$ cat src/rtl/dmem_arbiter.sv
// rtl/dmem_arbiter.sv - two-port round-robin sequencer for the single-port MEM-stage data memory
// Each access runs IDLE -> BUSY (MEM_LAT cycles) -> DONE; the CPU port is stalled until its done pulse.
module dmem_arbiter #(
  parameter int MEM_LAT = 1,
  parameter int ADDR_W  = 64,
  parameter int DATA_W  = 64
) (
  input  logic              clk,
  input  logic              reset,
  input  logic              cpu_req,
  input  logic              cpu_we,
  input  logic [ADDR_W-1:0] cpu_addr,
  input  logic [DATA_W-1:0] cpu_wdata,
  output logic [DATA_W-1:0] cpu_rdata,
  output logic              cpu_done,
  output logic              cpu_stall,
  input  logic              dbg_req,
  input  logic              dbg_we,
  input  logic [ADDR_W-1:0] dbg_addr,
  input  logic [DATA_W-1:0] dbg_wdata,
  output logic [DATA_W-1:0] dbg_rdata,
  output logic              dbg_done,
  output logic              mem_read,
  output logic              mem_write,
  output logic [ADDR_W-1:0] mem_addr,
  output logic [DATA_W-1:0] mem_wdata,
  input  logic [DATA_W-1:0] mem_rdata
);

  typedef enum logic [1:0] {IDLE, BUSY, DONE} state_t;

  localparam logic [3:0] CNT_INIT = 4'(MEM_LAT - 1);

  state_t            state, state_nxt;
  logic              owner;       // 0 = CPU, 1 = DBG
  logic              last_owner;
  logic              we_q;
  logic [ADDR_W-1:0] addr_q;
  logic [DATA_W-1:0] wdata_q;
  logic [3:0]        cnt;
  logic [DATA_W-1:0] cpu_rdata_q, dbg_rdata_q;
  logic              grant, grant_dbg, busy;

  // On a tie the port that did not own the previous access wins.
  assign grant     = cpu_req | dbg_req;
  assign grant_dbg = dbg_req & (~cpu_req | ~last_owner);

  always_comb begin
    state_nxt = state;
    case (state)
      IDLE:    if (grant) state_nxt = BUSY;
      BUSY:    if (cnt == 4'd0) state_nxt = DONE;
      DONE:    state_nxt = IDLE;
      default: state_nxt = IDLE;
    endcase
  end

  always_ff @(posedge clk or negedge reset) begin
    if (!reset) begin
      state       <= IDLE;
      owner       <= 1'b0;
      last_owner  <= 1'b1;
      we_q        <= 1'b0;
      addr_q      <= '0;
      wdata_q     <= '0;
      cnt         <= 4'd0;
      cpu_rdata_q <= '0;
      dbg_rdata_q <= '0;
    end else begin
      state <= state_nxt;
      case (state)
        IDLE: begin
          if (grant) begin
            owner      <= grant_dbg;
            last_owner <= grant_dbg;
            we_q       <= grant_dbg ? dbg_we    : cpu_we;
            addr_q     <= grant_dbg ? dbg_addr  : cpu_addr;
            wdata_q    <= grant_dbg ? dbg_wdata : cpu_wdata;
            cnt        <= CNT_INIT;
          end
        end
        BUSY: begin
          if (cnt != 4'd0) begin
            cnt <= cnt - 4'd1;
          end else if (!we_q) begin
            if (owner) dbg_rdata_q <= mem_rdata;
            else       cpu_rdata_q <= mem_rdata;
          end
        end
        default: ;
      endcase
    end
  end

  // Write strobe only on the first BUSY cycle so each write commits exactly once.
  assign busy      = (state == BUSY);
  assign mem_read  = busy & ~we_q;
  assign mem_write = busy & we_q & (cnt == CNT_INIT);
  assign mem_addr  = busy ? addr_q  : '0;
  assign mem_wdata = busy ? wdata_q : '0;

  assign cpu_done  = (state == DONE) & ~owner;
  assign dbg_done  = (state == DONE) & owner;
  assign cpu_stall = cpu_req & ~cpu_done;
  assign cpu_rdata = cpu_rdata_q;
  assign dbg_rdata = dbg_rdata_q;

endmodule
$ cat config.mk
export PLATFORM = sky130hd
export DESIGN_NAME = dmem_arbiter
export DESIGN_NICKNAME = d
export VERILOG_FILES = /design/src/rtl/dmem_arbiter.sv
export SDC_FILE = /design/constraint.sdc
export NUM_CORES = 1
export LEC_CHECK = 0
export CAP_MARGIN = 30
export CORE_AREA = 4 4 228 230
export CTS_CLUSTER_DIAMETER = 200
export DETAILED_ROUTE_END_ITERATION = 8
export DIE_AREA = 0 0 232 234
export GPL_TIMING_DRIVEN = 0
export MAX_ROUTING_LAYER = met4
export PLACE_DENSITY_LB_ADDON = 0.05
export SLEW_MARGIN = 10
export SYNTH_ARGS = -nofsm -noshare
export SYNTH_HDL_FRONTEND = slang
export SYNTH_SLANG_ARGS = --single-unit
$ cat constraint.sdc
create_clock -name clk -period 4.33 [get_ports clk]
set_input_delay 0.433 -clock clk [delete_from_list [all_inputs] [get_ports clk]]
set_output_delay 0.433 -clock clk [all_outputs]
set_load 0.01 [all_outputs]
==> impl_summary.log <==
[metrics] Crit Path Category: reg -> out
[metrics] worst min path class: reg -> reg
[metrics] fraction of registers with async set/reset: 100%
[metrics] average vias per placed instance: between 4 and 5
[metrics] post-route core utilization: 40.9%
[metrics] Core Area: ~50000 µm²
[metrics] number of buffers created by CTS: 35
[metrics] vias after detailed routing: ~10000
[metrics] final layout net count: ~2000
[metrics] setup repair after global routing missed its margin: false
[metrics] library cell used as clock root buffer: clkbuf_16
[metrics] kind of start point of the critical path: register
[metrics] gpl congestion: about 0.8
[metrics] level count of the clock H-tree: 2
[metrics] largest net degree at the start of global routing: 99
[metrics] Netlist cell types: 32
[metrics] count of input and output buffers: 586
[metrics] total wire length: around 52 mm
[metrics] Warnings, synthesis: 0
[metrics] Seq. cell area: ~6600 µm²
[metrics] starting density of the core: about 25%
[metrics] Placed Instances: around 2300
[metrics] cts hold-fix bufs: 1
[metrics] Worst Clk Skew: roughly 10 ps
[metrics] total standard cell area after synthesis: 12400 µm²
[metrics] most numerous cell in the Yosys netlist: dfrtp_1
[metrics] final count of pins violating max slew: 0
[metrics] Maximum Capacitance Violations: 0
[metrics] area added between synthesis and finish: 64.4%
[metrics] area of the multi-input gates: between 5000 and 6000 µm²
[metrics] total count of hold-check failures in the final report: 0
[metrics] number of top-level pins: around 590
[metrics] synthesized net count: approximately 1400
[metrics] syn avg cell area: approximately 12 µm²
[metrics] number of antenna violations at the first check in global routing: 7
[metrics] maximum vdd drop: about 270 µV
[metrics] worst-margin pin slew: roughly 900 ps
[metrics] combined global-route utilization of all metal layers: 18.8%
[metrics] TritonCTS clock tree: done
[metrics] vias in the first global route: 10900
[metrics] DRC violation count after routing: 0
[metrics] headroom to the max-slew limit: approximately two fifths
[metrics] total grt overflow: 0
[metrics] post-DR wirelength/cell: about 22 µm
[metrics] fraction of synthesized cell area taken by the top area cell type: around 53%
[metrics] total setup violations reported at the end of the flow: 0
[metrics] post_cts resized: 0
[metrics] result of the run: finished, final reports clean
[metrics] number of cells traversed by the worst register-to-register path: 6
[metrics] worst endpoint required time: 3900 ps
[metrics] detailed router's first-iteration violation count: 429
[metrics] portion of the post-synthesis area used by sequential elements: between 50% and 60%
[metrics] fin crit period: ~3400 ps
[metrics] cell depth of the worst hold path: 2
[metrics] count of placed standard cells in the final layout, fillers left out: ~2400
[metrics] critical path peak fanout: 10
[metrics] number of synthesized register bits: ~270
[metrics] Die Height: around 230 µm
[metrics] leading area contributor after synthesis: dfrtp_1
[metrics] share of the clock period used by the worst path after layout: roughly four fifths
[metrics] clk slew on worst S/H paths: about 50 ps
[metrics] share of post-route cells with drive strength above 1: 12.9%
[metrics] EDFF count, synth: 0
[metrics] maximum clock path buffer count: 3
[metrics] Critical Path Sink Type: primary output
[metrics] Main synth FF type: dfrtp_1
[metrics] Fillers: approximately 5000
[metrics] power density of the placed cells: 698 nW/µm²
[metrics] Post-CTS Setup Bufs: 0
[metrics] Synth top cells by count: 264 x dfrtp_1, 254 x o21ai_0, 130 x mux2i_1, 129 x and2_1, 70 x mux2_2
[metrics] post-detailed-route count of antenna-violating nets: 0
[metrics] Lkg Pwr: 8.50 nW
[metrics] number of sinks driven by the clock tree: around 270
[metrics] maximum operating frequency: around 290 MHz
[metrics] most area-consuming cells after synthesis: dfrtp_1 53%, mux2i_1 10%, o21ai_0 10%, mux2_4 7.3%, and2_1 6.5%
[metrics] insertion delay of the later-clocked pin in the worst-skew pair: ~530 ps
[metrics] instance count of the mapped netlist: roughly 1000
[metrics] row count: roughly 80
[metrics] total die area: between 50000 and 60000 µm²
[metrics] DR pass1 iterations: 4
[metrics] die width: 232 µm
[metrics] DPL Wire Length: a little over 40 mm
[metrics] data arrival time of the worst path: 3000 ps
[metrics] wire length of the first global-routing pass: ~74 mm
[power breakdown]
part           internal (mW)  total, mW  switching, mW  leakage, nW
registers               3.73       4.32          0.582         3.18
clock network           1.83       2.96           1.13        0.580
logic                   3.79       6.94           3.15         4.75
total                   9.36       14.2           4.87         8.50
[final timing paths]
path                            start       endpoint  slack (ps)
hold / removal             addr_q[37]     addr_q[37]         490
min in group asynchronous       reset  cpu_rdata[21]         560
setup reg to reg           last_owner     addr_q[11]        1790
setup / recovery             state[0]  mem_wdata[61]         900
max in group asynchronous       reset    wdata_q[16]        2740
hold reg to reg            addr_q[37]     addr_q[37]         490
[cells by family after synthesis]
kind of cell               count (synthesis)  synth area share [%]
AOI/OAI and AO/OA                        267                  10.9
adders and majority gates                  2                 0.202
buffers and inverters                     89                  3.71
DFF                                      265                  53.5
muxes                                    260                  24.1
and+or+nand+nor                          148                  7.57
[stage by stage]
step | setup slack [ps] | hold WS, ps | setup TNS (ps) | power [mW] | instance area [µm²]
4_1_cts | 781 | 495 | 0 | 14.5 | 20400
3_3_place_gp | -9810 | 481 | -2586600 | 11.4 | 19100
3_5_place_dp | 1090 | 489 | 0 | 11.4 | 19200
6_report | 898 | 494 | 0 | 14.2 | 20400
2_1_floorplan | 2370 | 137 | 0 | 7.50 | 12400
5_1_grt | 642 | 508 | 0 | 15.2 | 20400
[cell type report]
class                           instances  share of cell area (%)
Sequential cell                       265                    32.6
Clock buffer                           52                    5.26
Clock inverter                         11                   0.553
Inverter                                3                  0.0553
Multi-Input combinational cell        677                    26.0
Buffer                                 86                    2.20
Antenna cell                            7                  0.0860
Timing Repair Buffer                  589                    29.1
Tap cell                              672                    4.13
[critical path, stage by stage, from the launching register on]
cell and delay (ps):
dfrtp_1 400, nor2b_1 280, clkbuf_1 590, clkbuf_1 370, and2_1 180, clkdlybuf4s50_1 650
[placed cells by master (no fill, tap or decap), types with 2 or more instances in the layout]
master and n:
clkbuf_16 37, diode_2 7, nor3b_1 2, buf_2 16, clkbuf_1 69, clkdlybuf4s50_1 585, mux2i_1 130, nor2_1 4
buf_12 6, mux2_2 70, clkinv_2 6, clkinvlp_4 3, nor2b_1 2, mux2_4 60, ha_1 2, a21oi_1 2
bufinv_16 2, buf_16 2, o21ai_1 7, clkbuf_8 9, dfrtp_1 264, o21ai_0 254, nand2b_1 2, and2_1 129
inv_1 3
[routing by layer]
layer | global-route usage, % | vias to the layer above | share of wire [%]
met1 | 21.9 | 5140 | 40
met5 | - | - | 0
li1 | - | 4895 | -
met3 | 6.18 | 46 | 7.7
met2 | 31.8 | 347 | 50
met4 | 4.30 | 0 | 1.6
[state kept, by name, indices dropped and copies added (netlist names)]
signal      flops
addr_q         64
cnt             4
cpu_rdata      64
dbg_rdata      64
last_owner      1
owner           1
state           2
wdata_q        64
we_q            1
No activity file was read; power rests on OpenSTA's default activity.
==> RTL edit: new RTL, config.mk and constraints unchanged <==
Set the parameter `ADDR_W` to 96 (it was 64).
--- a/src/rtl/dmem_arbiter.sv
+++ b/src/rtl/dmem_arbiter.sv
@@ -2,7 +2,7 @@
 // Each access runs IDLE -> BUSY (MEM_LAT cycles) -> DONE; the CPU port is stalled until its done pulse.
 module dmem_arbiter #(
   parameter int MEM_LAT = 1,
-  parameter int ADDR_W  = 64,
+  parameter int ADDR_W  = 96,
   parameter int DATA_W  = 64
 ) (
   input  logic              clk,
Ports: changed (resized cpu_addr, dbg_addr and mem_addr); port bits go from 587 to 683. The function was not compared with the original's and may differ.
==> RTL edit against the unedited design <==
- sequential power increased by 12%
- clock skew increased by 0.0040 ns
- routed wire length increased by 17%
- synthesized area increased by 13%
- fmax decreased by 12%
- clock power increased by 10%
- register-to-register slack got worse by 0.12 ns
- worst hold slack got worse by 0.012 ns
- power increased by 12%
- worst setup slack got worse by 0.47 ns
- sequential cell count increased by 32
- cell area increased by 14%
- largest cell class unchanged
- highest routed layer unchanged
==> RTL edit: results (changes against the unedited design) <==
| Metric | Value |
|---|---|
| Status | `finished clean` |
| Port bufs | `682 (+16%)` |
| Top FF cell, synth | `dfrtp_1` |
| First-pass GRT wire length | `86300 um (+17%)` |
| Clock-pin slew on the worst setup and hold paths | `0.06 ns` |
| Commonest cells post-synth | `325 x o21ai_0, 296 x dfrtp_1, 162 x mux2i_1` |
| Final nets | `2327 (+17%)` |
| Routed WL | `60500 um (+17%)` |
| H-tree depth | `2 (unchanged)` |
| Switching share of power | `35.0% (+0.83 points)` |
| Syn_nets | `1601 (+18%)` |
| GPL Wtd Cong | `0.796 (-1.6%)` |
| Layout cells sized above 1 | `11.7% (-1.2 points)` |
| Non-Filler Instances | `2640 (+12%)` |
| Fillers | `4805 (-2.7%)` |
| Clk buf depth | `3 (unchanged)` |
| Ys Warns | `0 (unchanged)` |
| Initial DRC count | `463 (+7.9%)` |
| Peak VDD IR | `0.280 mV (+4.6%)` |
| Max FO, Critical Path | `10 (unchanged)` |
| Async set-reset flop share out of synthesis | `100% (unchanged)` |
| Via-per-instance ratio | `4.60 (+4.3%)` |
| Yosys cell types | `31 (-3.1%)` |
| Min-Delay Path Class | `in -> async` |
| Post-DP HPWL | `48000 um (+19%)` |
| Setup bufs post-CTS | `0 (unchanged)` |
| Met3 GRT Util | `6.97% (+0.79 points)` |
| Worst skew pair latency | `0.55 ns (+0.02 ns)` |
| Pin count of the biggest net entering global routing | `103 (+4.0%)` |
| Slew margin rel. | `38.8% (-2.9 points)` |
| Placed insts | `2566 (+12%)` |
| Crit path DAT | `3.47 ns (+0.47 ns)` |
| Place WS | `0.910 ns (-0.183 ns)` |
| Initial antenna violation count | `4 (-3)` |
| Setup Skew | `0.0140 ns (+0.00399 ns)` |
| Seq/Total Area, Yosys | `52.9% (-0.62 points)` |
| Max reg flops | `96` |
| Area contributors post-synth | `dfrtp_1 53%, o21ai_0 12%, mux2i_1 12%` |
| First drt pass iteration count | `4 (unchanged)` |
| Syn Inst Count | `1209 (+17%)` |
| Largest Register | `addr_q` |
| Met1 GRT Util | `24.5% (+2.6 points)` |
| Pleak | `0.00968 uW (+14%)` |
| Total GRT Usage | `22.0% (+3.2 points)` |
| Vias in the first global route | `13.1k (+20%)` |
| Cts bufs inserted | `38 (+8.6%)` |
| Met2 usage | `38.1% (+6.3 points)` |
| Root Driver | `clkbuf_16` |
## RTL edit: metrics by stage
stage | TNS [ns] | cell area [um2]
2_1_floorplan | 0 | 14100
3_3_place_gp | -3252.25 | 21700
3_5_place_dp | 0 | 21800
4_1_cts | 0 | 23100
5_1_grt | 0 | 23100
6_report | 0 | 23100
## RTL edit: worst paths after layout
kind                       slack, ns                    from                         to  cells after the start
setup reg to reg                1.67      cnt[0]$_DFFE_PN0P_  dbg_rdata[37]$_DFFE_PN0P_                      7
hold / removal                  0.48                   reset     addr_q[23]$_DFFE_PN0P_                      2
hold reg to reg                 0.50  addr_q[93]$_DFFE_PN0P_     addr_q[93]$_DFFE_PN0P_                      2
min in group clk                0.50  addr_q[93]$_DFFE_PN0P_     addr_q[93]$_DFFE_PN0P_                      2
setup / recovery                0.43    state[1]$_DFFE_PN0P_               mem_wdata[7]                      6
max in group asynchronous       2.74                   reset  cpu_rdata[35]$_DFFE_PN0P_                      4
## RTL edit: cell type report
| type | instances | area [um2] | area share [%] |
|---|---|---|---|
| clock buffer | 58 | 1180 | 5.08 |
| timing repair buffer | 686 | 6920 | 29.9 |
| multi-input combinational | 805 | 6140 | 26.5 |
| tap | 672 | 841 | 3.63 |
| clock inverter | 11 | 128 | 0.552 |
| buffer | 104 | 467 | 2.02 |
| sequential | 297 | 7430 | 32.1 |
| antenna | 4 | 10.0 | 0.0433 |
| inverter | 3 | 11.3 | 0.0487 |
## RTL edit: power groups by stage
| stage | logic [uW] | clock network, uW | registers [uW] |
|---|---|---|---|
| 6_report | 7880 | 3270 | 4830 |
| 5_1_grt | 8530 | 3470 | 5010 |
| 4_1_cts | 8040 | 3370 | 4830 |
| 3_5_place_dp | 8000 | 0 | 4870 |
| 3_3_place_gp | 7960 | 0 | 4830 |
| 2_1_floorplan | 3360 | 0 | 5010 |
## RTL edit: cell families (layout without fill, tap and decap cells)
kind of cell	after synthesis	after routing	share of synthesized area, %
AO/OA/AOI/OAI	331	331	11.9
adder cells (fa/ha/maj)	2	2	0.178
buffers and inverters	107	862	3.40
flip-flops	297	297	52.9
multiplexers	292	292	23.6
other	0	4	0
AND/OR/NAND/NOR	180	180	8.09
## RTL edit: worst max-delay path: stages (launching register included)
cell and delay, ns:
dfrtp_1 0.45, nor2b_1 0.14, clkbuf_1 0.45, clkbuf_1 0.62, clkbuf_1 0.39, and2_1 0.19
clkdlybuf4s50_1 0.67
## RTL edit: per-layer routing
metal	vias up	wire, um
li1	5705	-
met1	5957	23200
met2	407	30600
met3	85	4870
met4	0	1830
met5	-	0
## RTL edit: timing repair
action,4_1_cts,5_1_grt
resized for setup,0,0
hold buffers,1,0
hold endpoints to repair,74,0
